[src/rtl/fifo_read_stream.sv]
`default_nettype none
// ============================================================================
// Module   : fifo_read_stream
// Purpose  : Converts a 1-cycle-latency FIFO read port into a valid/ready
//            stream. A 2-entry output buffer absorbs the read latency, which
//            allows a sustained 1 word/cycle with no bubbles under continuous
//            ready.
// Ports    : r_clk      - read-domain clock (rising edge)
//            r_rst      - synchronous active-high reset (shared with FIFO)
//            empty      - upstream FIFO empty flag
//            r_en       - read request to upstream FIFO
//            fifo_data  - upstream registered read data (valid 1 cycle
//                         after an issued read)
//            m_data     - stream data (head of output buffer)
//            m_valid    - stream valid
//            m_ready    - stream ready
//            buf_cnt    - output-buffer occupancy 0..2
//            rd_words   - 16-bit wrapping handshake counter (only when
//                         FIFO_RD_WORD_CNT_EN is defined)
// Options  : `define FIFO_RD_WORD_CNT_EN adds the rd_words port and counter.
// Revision : 1.0 - initial release
// ============================================================================
module fifo_read_stream #(
    parameter int WIDTH = 8
) (
    input  logic             r_clk,
    input  logic             r_rst,
    input  logic             empty,
    output logic             r_en,
    input  logic [WIDTH-1:0] fifo_data,
    output logic [WIDTH-1:0] m_data,
    output logic             m_valid,
    input  logic             m_ready,
    output logic [1:0]       buf_cnt
`ifdef FIFO_RD_WORD_CNT_EN
    ,
    output logic [15:0]      rd_words
`endif
);

    // Occupancy states
    localparam logic [1:0] BUF0 = 2'd0;
    localparam logic [1:0] BUF1 = 2'd1;
    localparam logic [1:0] BUF2 = 2'd2;

    logic [1:0]       r_state;
    logic             r_inflight;   // a read was issued last cycle
    logic [WIDTH-1:0] r_head;       // oldest buffered word
    logic [WIDTH-1:0] r_tail;       // second word, valid only in BUF2

    logic [1:0]       w_state_nxt;
    logic [WIDTH-1:0] w_head_nxt;
    logic [WIDTH-1:0] w_tail_nxt;
    logic             w_valid;
    logic             w_pop;
    logic             w_cap;
    logic [2:0]       w_level;

    // Outputs are forced idle while reset is held so that no handshake can
    // complete on the reset cycle and no read is requested.
    assign w_valid = (r_state != BUF0) && !r_rst;
    assign w_pop   = w_valid && m_ready;
    assign w_cap   = r_inflight;

    // Projected occupancy after this cycle's pop and pending capture. A new
    // read is allowed only if its word will still find a free slot.
    assign w_level = {1'b0, r_state} + {2'b00, r_inflight} - {2'b00, w_pop};
    assign r_en    = !r_rst && !empty && (w_level < 3'd2);

    assign m_valid = w_valid;
    assign m_data  = r_rst ? '0 : r_head;
    assign buf_cnt = r_rst ? 2'd0 : r_state;

    always_comb begin
        w_state_nxt = r_state;
        w_head_nxt  = r_head;
        w_tail_nxt  = r_tail;
        case (r_state)
            BUF0: begin
                if (w_cap) begin
                    w_head_nxt  = fifo_data;
                    w_state_nxt = BUF1;
                end
            end
            BUF1: begin
                case ({w_cap, w_pop})
                    2'b11: w_head_nxt = fifo_data;      // head replaced directly
                    2'b10: begin
                        w_tail_nxt  = fifo_data;
                        w_state_nxt = BUF2;
                    end
                    2'b01: w_state_nxt = BUF0;
                    default: w_state_nxt = BUF1;
                endcase
            end
            BUF2: begin
                // Capture without pop cannot occur here: r_en is withheld
                // whenever the buffer would overflow.
                if (w_pop) begin
                    w_head_nxt = r_tail;
                    if (w_cap) begin
                        w_tail_nxt = fifo_data;
                    end else begin
                        w_state_nxt = BUF1;
                    end
                end
            end
            default: w_state_nxt = BUF0;
        endcase
    end

    always_ff @(posedge r_clk) begin
        if (r_rst) begin
            r_state    <= BUF0;
            r_inflight <= 1'b0;
            r_head     <= '0;
            r_tail     <= '0;
        end else begin
            r_state    <= w_state_nxt;
            r_inflight <= r_en;
            r_head     <= w_head_nxt;
            r_tail     <= w_tail_nxt;
        end
    end

`ifdef FIFO_RD_WORD_CNT_EN
    logic [15:0] r_rd_words;

    // Natural 16-bit rollover gives the 0xFFFF -> 0x0000 wrap.
    always_ff @(posedge r_clk) begin
        if (r_rst) begin
            r_rd_words <= 16'd0;
        end else if (w_pop) begin
            r_rd_words <= r_rd_words + 16'd1;
        end
    end

    assign rd_words = r_rd_words;
`endif

endmodule
`default_nettype wire

[config.mk]
export PLATFORM = sky130hd
export DESIGN_NAME = fifo_read_stream
export DESIGN_NICKNAME = d
export VERILOG_FILES = /design/src/rtl/fifo_read_stream.sv
export SDC_FILE = /design/constraint.sdc
export NUM_CORES = 1
export LEC_CHECK = 0
export CAP_MARGIN = 0
export CORE_AREA = 2 2 58 60
export CTS_CLUSTER_SIZE = 20
export DETAILED_ROUTE_END_ITERATION = 16
export DIE_AREA = 0 0 60 62
export DONT_BUFFER_PORTS = 1
export SLEW_MARGIN = 10
export SYNTH_ARGS = -nofsm -noshare
export SYNTH_HDL_FRONTEND = slang
export SYNTH_SLANG_ARGS = --single-unit
[constraint.sdc]
create_clock -name r_clk -period 3.4 [get_ports r_clk]
set_input_delay 0.34 -clock r_clk [delete_from_list [all_inputs] [get_ports r_clk]]
set_output_delay 0.34 -clock r_clk [all_outputs]
set_load 0.01 [all_outputs]
==> results.md <==
- Entering global routing, the biggest net connects 40 pins.
- The final-stage net count is 132.
- In this run, distinct cell masters in the synthesized netlist total 29.
- The number of inserted diodes is 0.
- The count of standard-cell rows is 21.
- For this block, the initial DRC count from the detailed router was 62.
- After clock tree synthesis, the clock-pin slew on the worst setup and hold paths is 0.11 ns.
- The die is 62 um tall.
- The reg-to-reg startpoint is r_state[1].
- sky130_fd_sc_hd__dfxtp_1 is the most common cell in the netlist.
- Measured along the x axis, the die boundary spans 60 um.
- The floorplan step defined a die boundary enclosing 0.003720 mm^2.
- In this design, the stage delay of the slowest critical-path cell is 0.43 ns.
- The aggregate routed wire length is 2117 um.
- The clock arrives with 0.004223 ns of skew.
- In the synthesized netlist, the cells that appear most often are 19 x sky130_fd_sc_hd__dfxtp_1, 17 x sky130_fd_sc_hd__nand2b_1, 16 x sky130_fd_sc_hd__mux2i_1.
- Data on the critical path is required at its endpoint by 3.06 ns.
- After detailed routing, the number of remaining DRC violations is 0.
- The buffers plus inverters on the worst setup path is 1.
- The root buffer cell chosen for the clock tree is sky130_fd_sc_hd__clkbuf_4.
- For this run, the number of standard cells in the final layout without fillers is 160.
- After synthesis, the share of flip-flops with an asynchronous set or reset is 0.
- The cell area after layout is 0.001211 mm^2.
- The hold violation count in the final report was 0.
- Before antenna repair, the detailed router went through 3 iterations.
- The family of cells with the greatest summed delay on the critical path is simple AND/OR/NAND/NOR gates.
- The average routed wire per standard cell is 13.23 um.
- The sum of negative setup slack is 0 ns.
- The number of hold-repair buffers added at the cts stage is 0.
- Routability-driven placement finished with a final weighted congestion of 0.7969.
- The endpoint of the most critical register-to-register path is r_head[0].
- The maximum clock rate is 314.8 MHz.
- The clock passes through at most 2 buffers.
- The number of nets produced by synthesis is 134.
- The count of cells along the worst register-to-register path is 7.
- At the pin with the least slew margin, the transition time is 0.6850 ns.
- The arrival time at the worst endpoint is 2.84 ns.
- In this run the remaining antenna-violating nets after routing total 0.
- In this run the worst hold path is classified as input pin to flip-flop.
- The cell type contributing the most total cell area after synthesis is sky130_fd_sc_hd__dfxtp_1.
- Fill cells in the final layout number 341.
- For this design the ratio of total power to cell area is 372.1 mW/mm^2.
- Summing every instance area after synthesis gives 0.001171 mm^2.
- Walking the worst path, the cells encountered are nor2b_1, or2_2, and2_1, ha_1, nand2b_1, fa_1, xor2_1, nor4b_1, buf_4.
- The post-synthesis cell count is 117.
- The quantity of I/O buffers inserted on ports is 0.
- The setup fix buffers added after clock tree synthesis is 0.
- The initial utilization of the core area, before any placement, comes to 0.3684.
- The final core utilization is 0.3810.
- The dominant synthesized flop cell is sky130_fd_sc_hd__dfxtp_1.
- The detailed-placement wirelength estimate is 1535 um.
- The worst setup path is launched from a flip-flop.
- Setup repair after global routing left no endpoint under its margin.
- The cell with the largest stage delay on the worst path is sky130_fd_sc_hd__dfxtp_1.
- The layout-stage area growth over the synthesis result is 3.419%.
- The number of synthesis warnings is 0.
- The later-pin clock latency in the skew report is 0.30 ns.
- The run finished with clean final reports.
- The post-cts resize count is 0.
- Counting instances, the worst hold path has a depth of 1.
- In this run the static leakage power is 0.5410 nW.
- The share of synthesized area occupied by flip-flops and latches is 0.3248.
- The number of maximum-capacitance constraint violations is 0.
- The number of placed I/O pins is 24.
- Measured against its own limit, the worst slew margin works out to 0.5433.
- After synthesis the netlist holds a flip-flop and latch count of 19.
- Along the worst path, the maximum fanout reaches 10.
- Averaged over all synthesized cells, the footprint is 10.01 um^2.
- The cell area after placement is 0.001182 mm^2.
- The synthesized design contains 0 enable-type register cells.
- STA classifies the critical path endpoint as an output pin.
- Counting I/O delays and the setup requirement, the final critical path takes 3.177 ns.
- The worst hold path terminates at r_head[1].
- The total grt overflow is 0.
- In this run, CTS created clock tree buffers numbering 3.
- Of the available clock period, the critical path in the final layout requires 0.9344.
- The first global-routing pass estimated 3525 um of wire.
- The TritonCTS sink count is 19.
- The CTS tree is done.
- The worst setup path is of the flip-flop to output pin kind.
- In this run the most critical hold path is launched from r_rst.
- The overall routing resource usage is 0.1267.
- The number of placed cells counting well taps is 156.
- The number of antenna violations at the first check in global routing is 0.
- Of the post-synthesis cell area, the dominant cell type holds 0.3248.
- In this run the standard cell core region covers 0.003179 mm^2.
- The worst-case register-to-register setup slack is 0.89 ns.
- The per-cell via count in the routed design is 5.025.
- The peak ir drop on the vdd network is 0.1849 mV.
- Of the cells placed in the final design, the portion with a size suffix greater than 1 is 0.1667.
- CTS built an H-tree with a depth of 1.
- The final max-slew violation count is 0.
- The number of global-route vias before repair came to 850.
- For this block, the via count after detailed routing is 804.
- The total of endpoints with negative setup slack in the final report is 0.
- Power comes to 450.6 uW.
- Ranked by total cell area, the synthesized netlist is headed by sky130_fd_sc_hd__dfxtp_1 32%, sky130_fd_sc_hd__mux2i_1 14%, sky130_fd_sc_hd__nand2b_1 9.1%, sky130_fd_sc_hd__a211oi_2 8.5%, sky130_fd_sc_hd__nor2b_1 6.9%.
cell usage in the layout (no fill, tap or decap):
master                      netlist  layout
sky130_fd_sc_hd__nor4bb_1         1       1
sky130_fd_sc_hd__nor4_1           8       8
sky130_fd_sc_hd__a21oi_1          1       1
sky130_fd_sc_hd__and2b_1          1       1
sky130_fd_sc_hd__dfxtp_2          0       1
sky130_fd_sc_hd__or2b_1           1       1
sky130_fd_sc_hd__nor2_1           1       1
sky130_fd_sc_hd__nor4b_1          2       2
sky130_fd_sc_hd__nor3b_2          1       1
sky130_fd_sc_hd__a32oi_2          1       1
sky130_fd_sc_hd__clkinv_2         0       1
sky130_fd_sc_hd__and3b_1          1       1
sky130_fd_sc_hd__or2_2            1       1
sky130_fd_sc_hd__nand2_1          2       2
sky130_fd_sc_hd__nand2b_1        17      17
sky130_fd_sc_hd__buf_4            0       3
sky130_fd_sc_hd__xor2_1           1       1
sky130_fd_sc_hd__inv_1            2       2
sky130_fd_sc_hd__clkbuf_4         0       3
sky130_fd_sc_hd__nor2b_1         13      13
sky130_fd_sc_hd__ha_1             4       4
sky130_fd_sc_hd__mux2i_1         16      16
sky130_fd_sc_hd__and2_1           1       1
sky130_fd_sc_hd__dfxtp_1         19      18
sky130_fd_sc_hd__a221oi_1         1       1
sky130_fd_sc_hd__a2bb2oi_1        1       1
sky130_fd_sc_hd__o21ai_0          1       1
sky130_fd_sc_hd__fa_1             1       1
sky130_fd_sc_hd__or3_1            1       1
sky130_fd_sc_hd__a211oi_2         8       8
layer usage:
metal	global-route usage	part of all wire	vias to the layer above
met5	0	0	-
met4	0.05397	0.014	0
met3	0.03106	0.058	2
met2	0.2205	0.48	19
met1	0.1490	0.45	380
li1	-	-	403
layout make-up:
type / instances / area [um^2] / area share
Clock inverter: 1 / 5.005 / 0.004132
Clock buffer: 3 / 22.52 / 0.01860
Tap cell: 46 / 57.56 / 0.04752
Inverter: 2 / 7.507 / 0.006198
Sequential cell: 19 / 381.6 / 0.3151
Multi-Input combinational cell: 86 / 714.4 / 0.5899
Timing Repair Buffer: 3 / 22.52 / 0.01860
registers in the layout (all words and copies together) (netlist names):
signal and cells:
r_tail 8, r_inflight 1, r_head 8, r_state 2
power by group:
| part | total [mW] | switching, mW | internal [mW] |
|---|---|---|---|
| logic | 0.0856 | 0.0419 | 0.0437 |
| registers | 0.250 | 0.0122 | 0.238 |
| clock network | 0.115 | 0.0707 | 0.0439 |
| total | 0.451 | 0.125 | 0.326 |
worst register-to-register path, delay by kind of cell, from the launching register on:
kind,cells,cell delay (ns)
adders and majority gates,1,0.21
and+or+nand+nor,5,1.57
DFF,1,0.43
AOI/OAI and AO/OA,1,0.24
kinds of logic after synthesis:
group | share of synthesized area
AO/OA/AOI/OAI | 0.1229
XOR/XNOR | 0.007480
adder cells (fa/ha/maj) | 0.05983
buffers and inverters | 0.06517
flip-flops | 0.3248
multiplexers | 0.1367
AND/OR/NAND/NOR | 0.2831
worst max path at each step:
stage,startpoint,endpoint,slack (ns),cells after the start
6_report,r_state[1],r_en,0.22,9
5_1_grt,r_state[1],r_en,0.007,9
4_1_cts,r_state[0],r_en,0.18,9
3_5_place_dp,r_state[0],r_en,0.54,9
3_3_place_gp,r_state[0],r_en,0.58,9
2_1_floorplan,r_rst,r_en,0.50,9
stage by stage:
stage               hold slack (ns)  worst slack, ns
floorplan                    0.4193           0.4977
global placement             0.4093           0.5798
detailed placement           0.4100           0.5443
CTS                         0.07123           0.1814
global route                0.05191         0.007261
finish                      0.08707           0.2229
Power figures use the tool's default switching activity.
